--- src/rtl/buraq_mem_arbiter_if.sv ---
// Core/memory-side bundle for buraq_mem_arbiter.
// The master modport is the environment (core ports and memory macro).
// The slave modport is the arbiter itself.
interface buraq_mem_arbiter_if #(
  parameter int unsigned DataWidth = 32,
  parameter int unsigned AddrWidth = 15
);
  // instruction-fetch port
  logic                 inst_req;
  logic [AddrWidth-1:0] inst_addr;
  logic                 inst_gnt;
  logic                 inst_rvalid;
  logic [DataWidth-1:0] inst_rdata;

  // load/store port
  logic                 data_req;
  logic                 data_we;
  logic [2:0]           data_byte_en;
  logic [AddrWidth-1:0] data_addr;
  logic [DataWidth-1:0] data_wdata;
  logic                 data_gnt;
  logic                 data_rvalid;
  logic [DataWidth-1:0] data_rdata;

  // shared single-port memory
  logic                 mem_read_en;
  logic                 mem_write_en;
  logic [2:0]           mem_byte_en;
  logic [AddrWidth-1:0] mem_addr;
  logic [DataWidth-1:0] mem_wdata;
  logic [DataWidth-1:0] mem_rdata;

  modport master (
    output inst_req, inst_addr,
    output data_req, data_we, data_byte_en, data_addr, data_wdata,
    output mem_rdata,
    input  inst_gnt, inst_rvalid, inst_rdata,
    input  data_gnt, data_rvalid, data_rdata,
    input  mem_read_en, mem_write_en, mem_byte_en, mem_addr, mem_wdata
  );

  modport slave (
    input  inst_req, inst_addr,
    input  data_req, data_we, data_byte_en, data_addr, data_wdata,
    input  mem_rdata,
    output inst_gnt, inst_rvalid, inst_rdata,
    output data_gnt, data_rvalid, data_rdata,
    output mem_read_en, mem_write_en, mem_byte_en, mem_addr, mem_wdata
  );
endinterface

--- src/rtl/buraq_mem_arbiter.sv ---
// buraq_mem_arbiter: shares one single-port synchronous memory (1-cycle read
// latency) between the fetch port and the load/store port of the Buraq core.
// Data accesses have fixed priority over fetch. Grants are combinational, so
// the winner reaches mem_* in the same cycle. An owner FSM remembers who was
// granted, so that the read response the next cycle goes to the right port.
// Optional feature: define BRQ_ARB_STARVE_GUARD_EN to add a saturating
// denied-fetch counter. When that counter reaches MaxWait, fetch wins for one
// cycle. Without the macro, data priority is strict and fetch can starve.
module buraq_mem_arbiter #(
  parameter int unsigned DataWidth = 32,
  parameter int unsigned AddrWidth = 15,
  parameter int unsigned MaxWait   = 4
) (
  input  logic                   brq_clk,
  input  logic                   brq_rst,
  buraq_mem_arbiter_if.slave     bus
);

  typedef enum logic [1:0] {
    ST_IDLE = 2'b00,
    ST_INST = 2'b01,
    ST_DRD  = 2'b10,
    ST_DWR  = 2'b11
  } state_t;

  state_t state_r;
  logic   inst_gnt_s;
  logic   data_gnt_s;
  logic   force_fetch_s;
  logic   inst_rvalid_s;
  logic   data_rvalid_s;

`ifdef BRQ_ARB_STARVE_GUARD_EN
  localparam int unsigned CntW = (MaxWait < 1) ? 1 : $clog2(MaxWait + 1);
  localparam logic [CntW-1:0] CntMax = CntW'(MaxWait);

  logic [CntW-1:0] wait_cnt_r;

  // count consecutive cycles a pending fetch is denied, saturating at MaxWait
  always_ff @(posedge brq_clk) begin
    if (!brq_rst) begin
      wait_cnt_r <= {CntW{1'b0}};
    end else if (bus.inst_req && !inst_gnt_s) begin
      if (wait_cnt_r != CntMax) begin
        wait_cnt_r <= wait_cnt_r + CntW'(1);
      end else begin
        wait_cnt_r <= wait_cnt_r;
      end
    end else begin
      wait_cnt_r <= {CntW{1'b0}};
    end
  end

  assign force_fetch_s = bus.inst_req && (wait_cnt_r == CntMax);
`else
  assign force_fetch_s = 1'b0;
`endif

  // pick at most one winner per cycle; data first unless fetch is being forced
  always_comb begin
    inst_gnt_s = 1'b0;
    data_gnt_s = 1'b0;
    if (!brq_rst) begin
      inst_gnt_s = 1'b0;
      data_gnt_s = 1'b0;
    end else if (bus.inst_req && (force_fetch_s || !bus.data_req)) begin
      inst_gnt_s = 1'b1;
    end else if (bus.data_req) begin
      data_gnt_s = 1'b1;
    end else begin
      inst_gnt_s = 1'b0;
      data_gnt_s = 1'b0;
    end
  end

  // drive the memory with the winner's access in the grant cycle, else all-zero
  always_comb begin
    bus.mem_read_en  = 1'b0;
    bus.mem_write_en = 1'b0;
    bus.mem_byte_en  = 3'b000;
    bus.mem_addr     = {AddrWidth{1'b0}};
    bus.mem_wdata    = {DataWidth{1'b0}};
    if (inst_gnt_s) begin
      bus.mem_read_en = 1'b1;
      bus.mem_byte_en = 3'b010;
      bus.mem_addr    = bus.inst_addr;
    end else if (data_gnt_s) begin
      bus.mem_read_en  = !bus.data_we;
      bus.mem_write_en = bus.data_we;
      bus.mem_byte_en  = bus.data_byte_en;
      bus.mem_addr     = bus.data_addr;
      bus.mem_wdata    = bus.data_wdata;
    end else begin
      bus.mem_read_en  = 1'b0;
      bus.mem_write_en = 1'b0;
    end
  end

  // owner FSM: record this cycle's grant so next cycle's read data is routed
  always_ff @(posedge brq_clk) begin
    if (!brq_rst) begin
      state_r <= ST_IDLE;
    end else begin
      case ({inst_gnt_s, data_gnt_s})
        2'b10:   state_r <= ST_INST;
        2'b01:   state_r <= bus.data_we ? ST_DWR : ST_DRD;
        default: state_r <= ST_IDLE;
      endcase
    end
  end

  assign inst_rvalid_s = (state_r == ST_INST);
  assign data_rvalid_s = (state_r == ST_DRD);

  assign bus.inst_gnt    = inst_gnt_s;
  assign bus.data_gnt    = data_gnt_s;
  assign bus.inst_rvalid = inst_rvalid_s;
  assign bus.data_rvalid = data_rvalid_s;
  assign bus.inst_rdata  = inst_rvalid_s ? bus.mem_rdata : {DataWidth{1'b0}};
  assign bus.data_rdata  = data_rvalid_s ? bus.mem_rdata : {DataWidth{1'b0}};

endmodule

--- src/flat_wrapper.sv ---
// flat-port wrapper written by rule: the top's interface ports become plain ports
module buraq_mem_arbiter_flat 
#(
  parameter int unsigned DataWidth = 32,
  parameter int unsigned AddrWidth = 15,
  parameter int unsigned MaxWait   = 4
)
  (brq_clk, brq_rst, bus_inst_req, bus_inst_addr, bus_data_req, bus_data_we, bus_data_byte_en, bus_data_addr, bus_data_wdata, bus_mem_rdata, bus_inst_gnt, bus_inst_rvalid, bus_inst_rdata, bus_data_gnt, bus_data_rvalid, bus_data_rdata, bus_mem_read_en, bus_mem_write_en, bus_mem_byte_en, bus_mem_addr, bus_mem_wdata);
  buraq_mem_arbiter_if #(.DataWidth(DataWidth), .AddrWidth(AddrWidth)) bus_i ();
  input  logic brq_clk;
  input  logic brq_rst;
  input wire logic [$bits(bus_i.inst_req)-1:0] bus_inst_req;
  input wire logic [$bits(bus_i.inst_addr)-1:0] bus_inst_addr;
  input wire logic [$bits(bus_i.data_req)-1:0] bus_data_req;
  input wire logic [$bits(bus_i.data_we)-1:0] bus_data_we;
  input wire logic [$bits(bus_i.data_byte_en)-1:0] bus_data_byte_en;
  input wire logic [$bits(bus_i.data_addr)-1:0] bus_data_addr;
  input wire logic [$bits(bus_i.data_wdata)-1:0] bus_data_wdata;
  input wire logic [$bits(bus_i.mem_rdata)-1:0] bus_mem_rdata;
  output wire logic [$bits(bus_i.inst_gnt)-1:0] bus_inst_gnt;
  output wire logic [$bits(bus_i.inst_rvalid)-1:0] bus_inst_rvalid;
  output wire logic [$bits(bus_i.inst_rdata)-1:0] bus_inst_rdata;
  output wire logic [$bits(bus_i.data_gnt)-1:0] bus_data_gnt;
  output wire logic [$bits(bus_i.data_rvalid)-1:0] bus_data_rvalid;
  output wire logic [$bits(bus_i.data_rdata)-1:0] bus_data_rdata;
  output wire logic [$bits(bus_i.mem_read_en)-1:0] bus_mem_read_en;
  output wire logic [$bits(bus_i.mem_write_en)-1:0] bus_mem_write_en;
  output wire logic [$bits(bus_i.mem_byte_en)-1:0] bus_mem_byte_en;
  output wire logic [$bits(bus_i.mem_addr)-1:0] bus_mem_addr;
  output wire logic [$bits(bus_i.mem_wdata)-1:0] bus_mem_wdata;
  assign bus_i.inst_req = bus_inst_req;
  assign bus_i.inst_addr = bus_inst_addr;
  assign bus_i.data_req = bus_data_req;
  assign bus_i.data_we = bus_data_we;
  assign bus_i.data_byte_en = bus_data_byte_en;
  assign bus_i.data_addr = bus_data_addr;
  assign bus_i.data_wdata = bus_data_wdata;
  assign bus_i.mem_rdata = bus_mem_rdata;
  assign bus_inst_gnt = bus_i.inst_gnt;
  assign bus_inst_rvalid = bus_i.inst_rvalid;
  assign bus_inst_rdata = bus_i.inst_rdata;
  assign bus_data_gnt = bus_i.data_gnt;
  assign bus_data_rvalid = bus_i.data_rvalid;
  assign bus_data_rdata = bus_i.data_rdata;
  assign bus_mem_read_en = bus_i.mem_read_en;
  assign bus_mem_write_en = bus_i.mem_write_en;
  assign bus_mem_byte_en = bus_i.mem_byte_en;
  assign bus_mem_addr = bus_i.mem_addr;
  assign bus_mem_wdata = bus_i.mem_wdata;
  buraq_mem_arbiter #(.DataWidth(DataWidth), .AddrWidth(AddrWidth), .MaxWait(MaxWait)) u_core (.brq_clk(brq_clk), .brq_rst(brq_rst), .bus(bus_i));
endmodule
--- config.mk ---
export PLATFORM = sky130hd
export DESIGN_NAME = buraq_mem_arbiter_flat
export DESIGN_NICKNAME = d
export VERILOG_FILES = /design/src/rtl/buraq_mem_arbiter_if.sv /design/src/rtl/buraq_mem_arbiter.sv /design/src/flat_wrapper.sv
export SDC_FILE = /design/constraint.sdc
export NUM_CORES = 1
export LEC_CHECK = 0
export ABC_AREA = 1
export BUFFER_PORTS_ARGS = -buffer_cell sky130_fd_sc_hd__buf_2
export CORE_AREA = 4 4 85 87
export DETAILED_ROUTE_END_ITERATION = 7
export DIE_AREA = 0 0 89 91
export PLACE_DENSITY = 0.59
export SLEW_MARGIN = 20
export SYNTH_ARGS = -nofsm -noshare
export SYNTH_HDL_FRONTEND = slang
export SYNTH_SLANG_ARGS = --single-unit
export TNS_END_PERCENT = 20
--- constraint.sdc ---
create_clock -name brq_clk -period 1.8 [get_ports brq_clk]
set_input_delay 0.36 -clock brq_clk [delete_from_list [all_inputs] [get_ports brq_clk]]
set_output_delay 0.36 -clock brq_clk [all_outputs]
set_load 0.01 [all_outputs]
# --- Word level (Yosys, flattened, before mapping) ---
# Index checks and enable logic that the tools add are counted.
totals:
  input_bits: 102
  elab_cells: 27
  register_bits: 2
classes:
  n_reduce_logical: 3
  n_eq_ne: 4
  muxes: 19
ops:
  columns: ["operator", "count"]
  rows:
  - ["$mux 32", 4]
  - ["$mux 15", 2]
  - ["$mux 1", 10]
  - ["$mux 3", 2]
  - ["$eq 2x1->1 const B", 2]
  - ["$eq 2x2->1 const B", 2]
  - ["$pmux 2 s2", 1]
  - ["$logic_not 1->1", 2]
  - ["$logic_and 1x1->1", 1]

# --- Longest topological paths before layout ---
# Gate-level depths: netlist (run 1).
logic_depth:
  ltp_word: 6
  ltp_mapped: 8
  mapped_depth_nobuf: 6

# --- Least setup slack after synthesis (run 1) ---
# OpenSTA, ideal clock, no wires.
synth_timing:
  kind: "flip-flop to output port"
  start: "register u_core.state_r[1]"
  end: "output bus_data_rdata[10]"
  slack_ps: 477
  t_required_ps: 1440
  stages_incl_launch_ff: 6
  arrival_time_ps: 963
  path_cell_list: "dfxtp_1 inv_1 nor2_1 inv_2 buf_6 nor2_1"
synth_via:
  elab_chain_cells: 2
synth_lines:
  columns: ["item", "line_no", "rtl"]
  rows:
  - ["from (decl)", "buraq_mem_arbiter.sv:26", "state_t state_r;"]
  - ["from (signal assigned)", "buraq_mem_arbiter.sv:106", "2'b01: state_r <= bus.data_we ? ST_DWR : ST_DRD;"]
  - ["$eq 2x2->1", "buraq_mem_arbiter.sv:113", "assign data_rvalid_s = (state_r == ST_DRD);"]
  - ["net bus_data_rvalid", "flat_wrapper.sv:24", "output wire logic [$bits(bus_i.data_rvalid)-1:0] bus_data_rvalid;"]
  - ["$mux 32", "buraq_mem_arbiter.sv:120", "assign bus.data_rdata = data_rvalid_s ? bus.mem_rdata : {DataWidth{1'b0}};"]
  - ["to (decl)", "flat_wrapper.sv:25", "output wire logic [$bits(bus_i.data_rdata)-1:0] bus_data_rdata;"]
# The timed path passes the listed nets, and every way through them passes these cells.

# --- Worst setup path after layout (run 1) ---
layout_timing:
  start: "register u_core.state_r[1]"
  end: "output bus_data_rdata[21]"
layout_via:
  elab_chain_cells: 2
layout_lines:
  columns: ["item", "line_no"]
  rows:
  - ["$eq 2x2->1", "buraq_mem_arbiter.sv:113"]
  - ["$mux 32", "buraq_mem_arbiter.sv:120"]
# Every way passes these cells.

==> flow_results.xml, run 1 <==
<?xml version="1.0" encoding="UTF-8"?>
<metrics>
  <group name="logic_synthesis">
    <metric name="synthTopCellsByArea" unit="">inv_1, nor2_1, nor2_4, nand2_1, nand4_1</metric>
    <metric name="synthXorXnorAreaFrac" unit="%">0</metric>
    <metric name="yosysTopAreaCellShare" unit="%">20.82</metric>
    <metric name="synth.most_common_cell" unit="">inv_1</metric>
    <metric name="synthArstFlopShare" unit="%">0</metric>
    <metric name="yosys-top-cells-count" unit="">inv_1, nor2_1, nand2_1</metric>
    <metric name="share_of_the_synthesized_area_in_compound_gates_ao_oa_aoi_oai" unit="%">0.7605</metric>
    <metric name="synth_area_per_cell" unit="µm²">5.244</metric>
    <metric name="mappedNetlistArea" unit="mm²">0.001316</metric>
    <metric name="synth_warnings" unit="">0</metric>
    <metric name="synth-adder-area-share" unit="%">2.852</metric>
    <metric name="post_synth_inst_count" unit="">251</metric>
    <metric name="postSynth.topFlopCell" unit="">dfxtp_1</metric>
    <metric name="postSynthNetCount" unit="">356</metric>
    <metric name="number_of_flops_mapped_to_enable_cells_by_yosys" unit="">0</metric>
    <metric name="yosysSeqAreaShare" unit="%">3.042</metric>
    <metric name="synth_seq_cells" unit="">2</metric>
    <metric name="synth.lib_cells_used.distinct" unit="">17</metric>
    <metric name="yosys.area_share.simple" unit="%">60.27</metric>
    <metric name="synth_top_family_by_area" unit="">simple AND/OR/NAND/NOR gates</metric>
    <metric name="synth_top_area_cell" unit="">inv_1</metric>
    <metric name="synthMuxAreaShare" unit="%">0</metric>
  </group>
  <group name="power">
    <metric name="vdd_drop_max" unit="µV">191.4</metric>
    <metric name="power_leakage" unit="nW">1.908</metric>
    <metric name="pwr_density_cell" unit="mW/mm²">262.6</metric>
    <metric name="total_power" unit="mW">0.6484</metric>
  </group>
  <group name="placement">
    <metric name="place.gp.congestion" unit="">0.8483</metric>
    <metric name="dp_hpwl" unit="µm">4963</metric>
    <metric name="placement.io_buffers" unit="">221</metric>
    <metric name="place_area" unit="mm²">0.002427</metric>
    <metric name="dpl_worst_slack" unit="ns">0.2623</metric>
  </group>
  <group name="sta">
    <metric name="hold_viol" unit="">0</metric>
    <metric name="max_slew_headroom" unit="%">66.53</metric>
    <metric name="setup_ws" unit="ns">0.1906</metric>
    <metric name="worst_slew_pin_slew" unit="ns">0.5014</metric>
    <metric name="hold-worst-slack" unit="ns">0.4171</metric>
    <metric name="timing.final.setup_violations" unit="">0</metric>
    <metric name="layout_worst_path_cycle_share" unit="%">89.41</metric>
    <metric name="final.setup.tns" unit="ns">0</metric>
    <metric name="grt_setup_unrepaired" unit="">false</metric>
    <metric name="min_period" unit="ns">1.609</metric>
    <metric name="report.final.slew_viol_count" unit="">0</metric>
    <metric name="fmax" unit="MHz">621.3</metric>
  </group>
  <group name="drt">
    <metric name="wire_per_inst" unit="µm">10.49</metric>
    <metric name="drc" unit="">0</metric>
    <metric name="vias" unit="">2090</metric>
    <metric name="via_per_instance_ratio" unit="">3.863</metric>
    <metric name="aggregate_routed_wire_length" unit="µm">5673</metric>
    <metric name="detailedRoute.firstPassIterationCount" unit="">4</metric>
    <metric name="antenna_left" unit="">0</metric>
    <metric name="dr.first_iter.drc_count" unit="">54</metric>
  </group>
  <group name="cells_and_area">
    <metric name="largest_register" unit="">u_core.state_r</metric>
    <metric name="biggestRegsByFlops" unit="">u_core.state_r (2)</metric>
    <metric name="largest_register_ffs" unit="">2</metric>
    <metric name="area_delta_synth_final" unit="%">87.55</metric>
    <metric name="final_area" unit="mm²">0.002469</metric>
    <metric name="fillers" unit="">691</metric>
    <metric name="number_of_diodes" unit="">0</metric>
    <metric name="drive_gt1_share" unit="%">56.25</metric>
    <metric name="num-nets-final" unit="">571</metric>
  </group>
  <group name="clocking">
    <metric name="tritoncts.num_buffers" unit="">3</metric>
    <metric name="post_cts.resized_instances" unit="">0</metric>
    <metric name="clockBufferDepth" unit="">2</metric>
    <metric name="cts_setup_buffers" unit="">0</metric>
    <metric name="tritoncts" unit="">yes</metric>
    <metric name="clkSinkCount" unit="">2</metric>
    <metric name="path_clk_slew" unit="ns">0.03</metric>
    <metric name="cell_at_the_root_of_the_clock_tree" unit="">clkbuf_8</metric>
    <metric name="htreeDepth" unit="">1</metric>
    <metric name="cts_hold_bufs" unit="">0</metric>
  </group>
  <group name="floorplan">
    <metric name="fp.coreArea" unit="mm²">0.006350</metric>
    <metric name="die_height" unit="µm">91</metric>
    <metric name="rows" unit="">29</metric>
    <metric name="fp.dieW" unit="µm">89</metric>
    <metric name="ioPinCount" unit="">222</metric>
    <metric name="floorplan.die_area" unit="mm²">0.008099</metric>
    <metric name="initial_utilization" unit="%">20.73</metric>
  </group>
  <group name="critical_path">
    <metric name="worst_setup_path_end_kind" unit="">output pin</metric>
    <metric name="setup.worst_path.start_class" unit="">flip-flop</metric>
    <metric name="cp_data_arrival_time" unit="ns">1.25</metric>
    <metric name="worstSetupPathType" unit="">flip-flop to output pin</metric>
    <metric name="worst-path-max-fanout" unit="">32</metric>
    <metric name="required" unit="ns">1.44</metric>
  </group>
  <group name="grt">
    <metric name="global_route_wire_length_before_repair" unit="µm">7941</metric>
    <metric name="grt_overflow_total" unit="">0</metric>
    <metric name="grt_pass1_vias" unit="">1809</metric>
    <metric name="groute.usage.overall" unit="%">11.83</metric>
    <metric name="antenna_found_initial" unit="">0</metric>
    <metric name="grt_max_degree" unit="">34</metric>
  </group>
  <group name="hold_path">
    <metric name="min-delay-path-class" unit="">input port to flip-flop</metric>
  </group>
  <group name="run_status">
    <metric name="status" unit="">finished, final reports clean</metric>
  </group>
  <group name="job">
    <metric name="cap_viol_max_count" unit="">0</metric>
  </group>
</metrics>
[power by group]
| part | total, mW | switching, mW | internal, mW | leakage (nW) |
|---|---|---|---|---|
| clock network | 0.175 | 0.0335 | 0.141 | 0.0216 |
| logic | 0.427 | 0.236 | 0.191 | 1.87 |
| registers | 0.0466 | 0.000447 | 0.0462 | 0.0163 |
| total | 0.648 | 0.270 | 0.379 | 1.91 |
[critical path: stages (launching register included)]
cell	delay, ns
dfxtp_1	0.30
inv_1	0.04
nor2_1	0.15
inv_2	0.23
nor2_1	0.16
buf_2	0.15
[area by class of cell]
| class | count | area [µm²] | share of cell area [%] |
|---|---|---|---|
| well taps | 77 | 96.34 | 3.903 |
| inverters | 75 | 281.5 | 11.40 |
| flip-flops and latches | 2 | 40.04 | 1.622 |
| repair buffers | 226 | 1169 | 47.34 |
| clock buffers | 3 | 41.29 | 1.673 |
| multi-input cells | 158 | 840.8 | 34.06 |
[through the flow]
stage / util, % / std cells
after CTS: 38.88 / 541
after global placement: 38.23 / 538
after global routing: 38.88 / 541
after detailed placement: 38.23 / 538
after floorplan: - / 251
final: 38.88 / 541
[cells by family (layout without fill, tap and decap cells)]
family | after synthesis | in the layout
AO/OA/AOI/OAI | 2 | 2
adder cells (fa/ha/maj) | 3 | 3
buffers and inverters | 91 | 304
flip-flops | 2 | 2
AND/OR/NAND/NOR | 153 | 153
[layout by cell type (no fill, tap or decap)]
cell type and n:
a21oi_1 1, buf_12 2, buf_2 221, buf_4 3
clkbuf_8 3, dfxtp_1 2, ha_1 3, inv_1 73
inv_2 2, nand2_1 35, nand2_4 1, nand3_1 1
nand4_1 15, nor2_1 72, nor2_2 9, nor2_4 20
o21ai_0 1
[path summary, 6_finish.rpt]
check,start,endpoint,cells after the start
hold / removal,brq_rst,u_core.state_r[1]$_SDFF_PN0_,3
setup / recovery,u_core.state_r[1]$_SDFF_PN0_,bus_data_rdata[21],5
[routing by layer]
metal  wire, µm  track usage [%]  vias up
li1           -                -     1126
met5          0                0        -
met3        773            2.715        0
met4          0            1.117        0
met2       3063            25.43      115
met1       1836            11.05      849
No activity file was read; power rests on OpenSTA's default activity.
==> run 2: changes to the inputs <==
--- a/config.mk
+++ b/config.mk
@@ -8,9 +8,11 @@
 export ABC_AREA = 1
 export BUFFER_PORTS_ARGS = -buffer_cell sky130_fd_sc_hd__buf_2
 export CORE_AREA = 4 4 85 87
+export CTS_CLUSTER_SIZE = 30
 export DETAILED_ROUTE_END_ITERATION = 7
 export DIE_AREA = 0 0 89 91
 export PLACE_DENSITY = 0.59
+export SETUP_SLACK_MARGIN = 0.4
 export SLEW_MARGIN = 20
 export SYNTH_ARGS = -nofsm -noshare
 export SYNTH_HDL_FRONTEND = slang
==> flow_results.xml, run 2 (synthesis gave the netlist of run 1 again) <==
<?xml version="1.0" encoding="UTF-8"?>
<metrics>
  <group name="placement">
    <metric name="place.gp.congestion" unit="">0.8483</metric>
    <metric name="placed_cells_incl_taps" unit="">538</metric>
    <metric name="dp_hpwl" unit="µm">4963</metric>
    <metric name="placement.io_buffers" unit="">221</metric>
  </group>
  <group name="critical_path">
    <metric name="worst_path_largest_cell_delay" unit="ns">0.31</metric>
    <metric name="timing.critical_path.buf_inv" unit="">3</metric>
    <metric name="worst-path-max-fanout" unit="">32</metric>
    <metric name="crit_chain" unit="">inv_2, nor2_4, inv_6, nor2_1, buf_2</metric>
    <metric name="worst_path_dominant_cell_family" unit="">flip-flops</metric>
    <metric name="cp_data_arrival_time" unit="ns">1.07</metric>
    <metric name="critical_path_capture_point" unit="">bus_data_rdata[21]</metric>
    <metric name="required" unit="ns">1.44</metric>
    <metric name="worstSetupPathDepth" unit="">5</metric>
    <metric name="setup.worst_path.start_class" unit="">flip-flop</metric>
    <metric name="worstSetupPathType" unit="">flip-flop to output pin</metric>
    <metric name="worst_setup_path_end_kind" unit="">output pin</metric>
    <metric name="critical-path-slowest-cell" unit="">dfxtp_1</metric>
    <metric name="worst_setup_path_startpoint" unit="">u_core.state_r[1]$_SDFF_PN0_</metric>
  </group>
  <group name="drt">
    <metric name="vias" unit="">2160</metric>
    <metric name="antenna_left" unit="">0</metric>
    <metric name="drc" unit="">0</metric>
    <metric name="detailedRoute.firstPassIterationCount" unit="">4</metric>
    <metric name="aggregate_routed_wire_length" unit="µm">6102</metric>
    <metric name="via_per_instance_ratio" unit="">3.920</metric>
    <metric name="wire_per_inst" unit="µm">11.07</metric>
    <metric name="dr.first_iter.drc_count" unit="">39</metric>
  </group>
  <group name="cells_and_area">
    <metric name="area_delta_synth_final" unit="%">103.0</metric>
    <metric name="largest_register" unit="">u_core.state_r</metric>
    <metric name="drive_gt1_share" unit="%">58.86</metric>
    <metric name="biggestRegsByFlops" unit="">u_core.state_r (2)</metric>
    <metric name="final_cell_count_no_fill" unit="">551</metric>
    <metric name="num-nets-final" unit="">581</metric>
    <metric name="number_of_diodes" unit="">0</metric>
    <metric name="most-common-layout-cells" unit="">buf_2, inv_1, nor2_1</metric>
    <metric name="mostFrequentLayoutCell" unit="">buf_2</metric>
    <metric name="largest_register_ffs" unit="">2</metric>
    <metric name="fillers" unit="">671</metric>
  </group>
  <group name="floorplan">
    <metric name="fp.dieW" unit="µm">89</metric>
    <metric name="floorplan.die_area" unit="mm²">0.008099</metric>
    <metric name="die_height" unit="µm">91</metric>
    <metric name="ioPinCount" unit="">222</metric>
    <metric name="initial_utilization" unit="%">20.73</metric>
    <metric name="rows" unit="">29</metric>
    <metric name="fp.coreArea" unit="mm²">0.006350</metric>
  </group>
  <group name="power">
    <metric name="logic_pwr_share" unit="%">68.0</metric>
    <metric name="pwr_density_cell" unit="mW/mm²">259.7</metric>
    <metric name="share_clk_of_total_power" unit="%">25.2</metric>
    <metric name="power.sequential.fraction" unit="%">6.8</metric>
    <metric name="p_switching" unit="mW">0.2896</metric>
    <metric name="power_leakage" unit="nW">1.991</metric>
    <metric name="vdd_drop_max" unit="µV">201.9</metric>
    <metric name="power_switching_share" unit="%">41.73</metric>
    <metric name="power_report.internal_total" unit="mW">0.4044</metric>
  </group>
  <group name="clocking">
    <metric name="clockBufferDepth" unit="">2</metric>
    <metric name="htreeDepth" unit="">1</metric>
    <metric name="tritoncts" unit="">yes</metric>
    <metric name="tritoncts.num_buffers" unit="">3</metric>
    <metric name="cts_hold_bufs" unit="">0</metric>
    <metric name="clkSinkCount" unit="">2</metric>
    <metric name="path_clk_slew" unit="ns">0.03</metric>
    <metric name="cell_at_the_root_of_the_clock_tree" unit="">clkbuf_8</metric>
  </group>
  <group name="sta">
    <metric name="timing.final.setup_violations" unit="">0</metric>
    <metric name="grt_setup_unrepaired" unit="">true</metric>
    <metric name="worst_slew_pin_slew" unit="ns">0.2212</metric>
    <metric name="max_slew_headroom" unit="%">85.24</metric>
    <metric name="hold_viol" unit="">0</metric>
    <metric name="min_period" unit="ns">1.428</metric>
    <metric name="report.final.slew_viol_count" unit="">0</metric>
    <metric name="fmax" unit="MHz">700.4</metric>
    <metric name="layout_worst_path_cycle_share" unit="%">79.32</metric>
    <metric name="final.setup.tns" unit="ns">0</metric>
  </group>
  <group name="grt">
    <metric name="groute.usage.overall" unit="%">12.12</metric>
    <metric name="antenna_found_initial" unit="">0</metric>
    <metric name="grt_overflow_total" unit="">0</metric>
    <metric name="grt_max_degree" unit="">33</metric>
    <metric name="global_route_wire_length_before_repair" unit="µm">8121</metric>
    <metric name="grt_pass1_vias" unit="">1849</metric>
  </group>
  <group name="job">
    <metric name="cap_viol_max_count" unit="">0</metric>
  </group>
  <group name="hold_path">
    <metric name="min-delay-path-class" unit="">input port to flip-flop</metric>
  </group>
  <group name="run_status">
    <metric name="status" unit="">finished, final reports clean</metric>
  </group>
</metrics>
[run 2: repair_timing]
item                       CTS  global route
resized for setup           16            20
pin swaps                    0             2
gates cloned                 1             4
setup buffers                0             5
setup endpoints to repair  103           116
[run 2: final cells by class]
class / count / area [µm²] / area share, %
timing repair buffer: 233 / 1289 / 48.22
tap: 77 / 96.34 / 3.605
multi-input combinational: 159 / 885.9 / 33.15
inverter: 75 / 301.5 / 11.28
timing repair inverter: 2 / 17.52 / 0.6554
sequential: 2 / 41.29 / 1.545
clock buffer: 3 / 41.29 / 1.545
[run 2: worst min-delay path by stage]
stage                     cells after the start                           end   startpoint  slack [ns]
final                                         3  u_core.state_r[1]$_SDFF_PN0_      brq_rst        0.40
after global routing                          3  u_core.state_r[1]$_SDFF_PN0_      brq_rst        0.43
after CTS                                     3  u_core.state_r[0]$_SDFF_PN0_  bus_data_we        0.42
after detailed placement                      3  u_core.state_r[1]$_SDFF_PN0_      brq_rst        0.63
after global placement                        3  u_core.state_r[1]$_SDFF_PN0_      brq_rst        0.62
after floorplan                               2  u_core.state_r[0]$_SDFF_PN0_  bus_data_we        0.50
[run 2: worst min-delay path, cell delays in order]
cell and delay, ns:
buf_6 0.12, nand2_1 0.06, inv_1 0.04
[run 2: per-stage QoR]
step	area, µm²	power [mW]	hold slack [ns]	setup WS (ns)	utilization (%)
detailed placement	2427	0.4783	0.6277	0.2623	38.23
CTS	2544	0.6767	0.4165	0.3428	40.06
floorplan	1316	0.2853	0.4965	0.4774	-
finish	2673	0.6941	0.4043	0.3723	42.09
global route	2673	0.7580	0.4256	0.2870	42.09
global placement	2427	0.4748	0.6237	0.2843	38.23
[run 2: power by group through the flow]
| stage | Sequential [mW] | Combinational [mW] | Clock, mW |
|---|---|---|---|
| after global placement | 0.0471 | 0.428 | 0 |
| after global routing | 0.0475 | 0.521 | 0.190 |
| after detailed placement | 0.0471 | 0.431 | 0 |
| after CTS | 0.0474 | 0.444 | 0.185 |
| final | 0.0474 | 0.472 | 0.175 |
| after floorplan | 0.0470 | 0.238 | 0 |
[run 2: metal layers]
| layer | part of all wire, % | global-route usage (%) | wire [µm] | up-vias |
|---|---|---|---|---|
| met5 | 0 | 0 | 0 | - |
| met1 | 32 | 11.27 | 1935 | 889 |
| met3 | 13 | 2.715 | 790 | 0 |
| met2 | 55 | 26.18 | 3376 | 122 |
| met4 | 0 | 1.117 | 0 | 0 |
| li1 | - | - | - | 1149 |
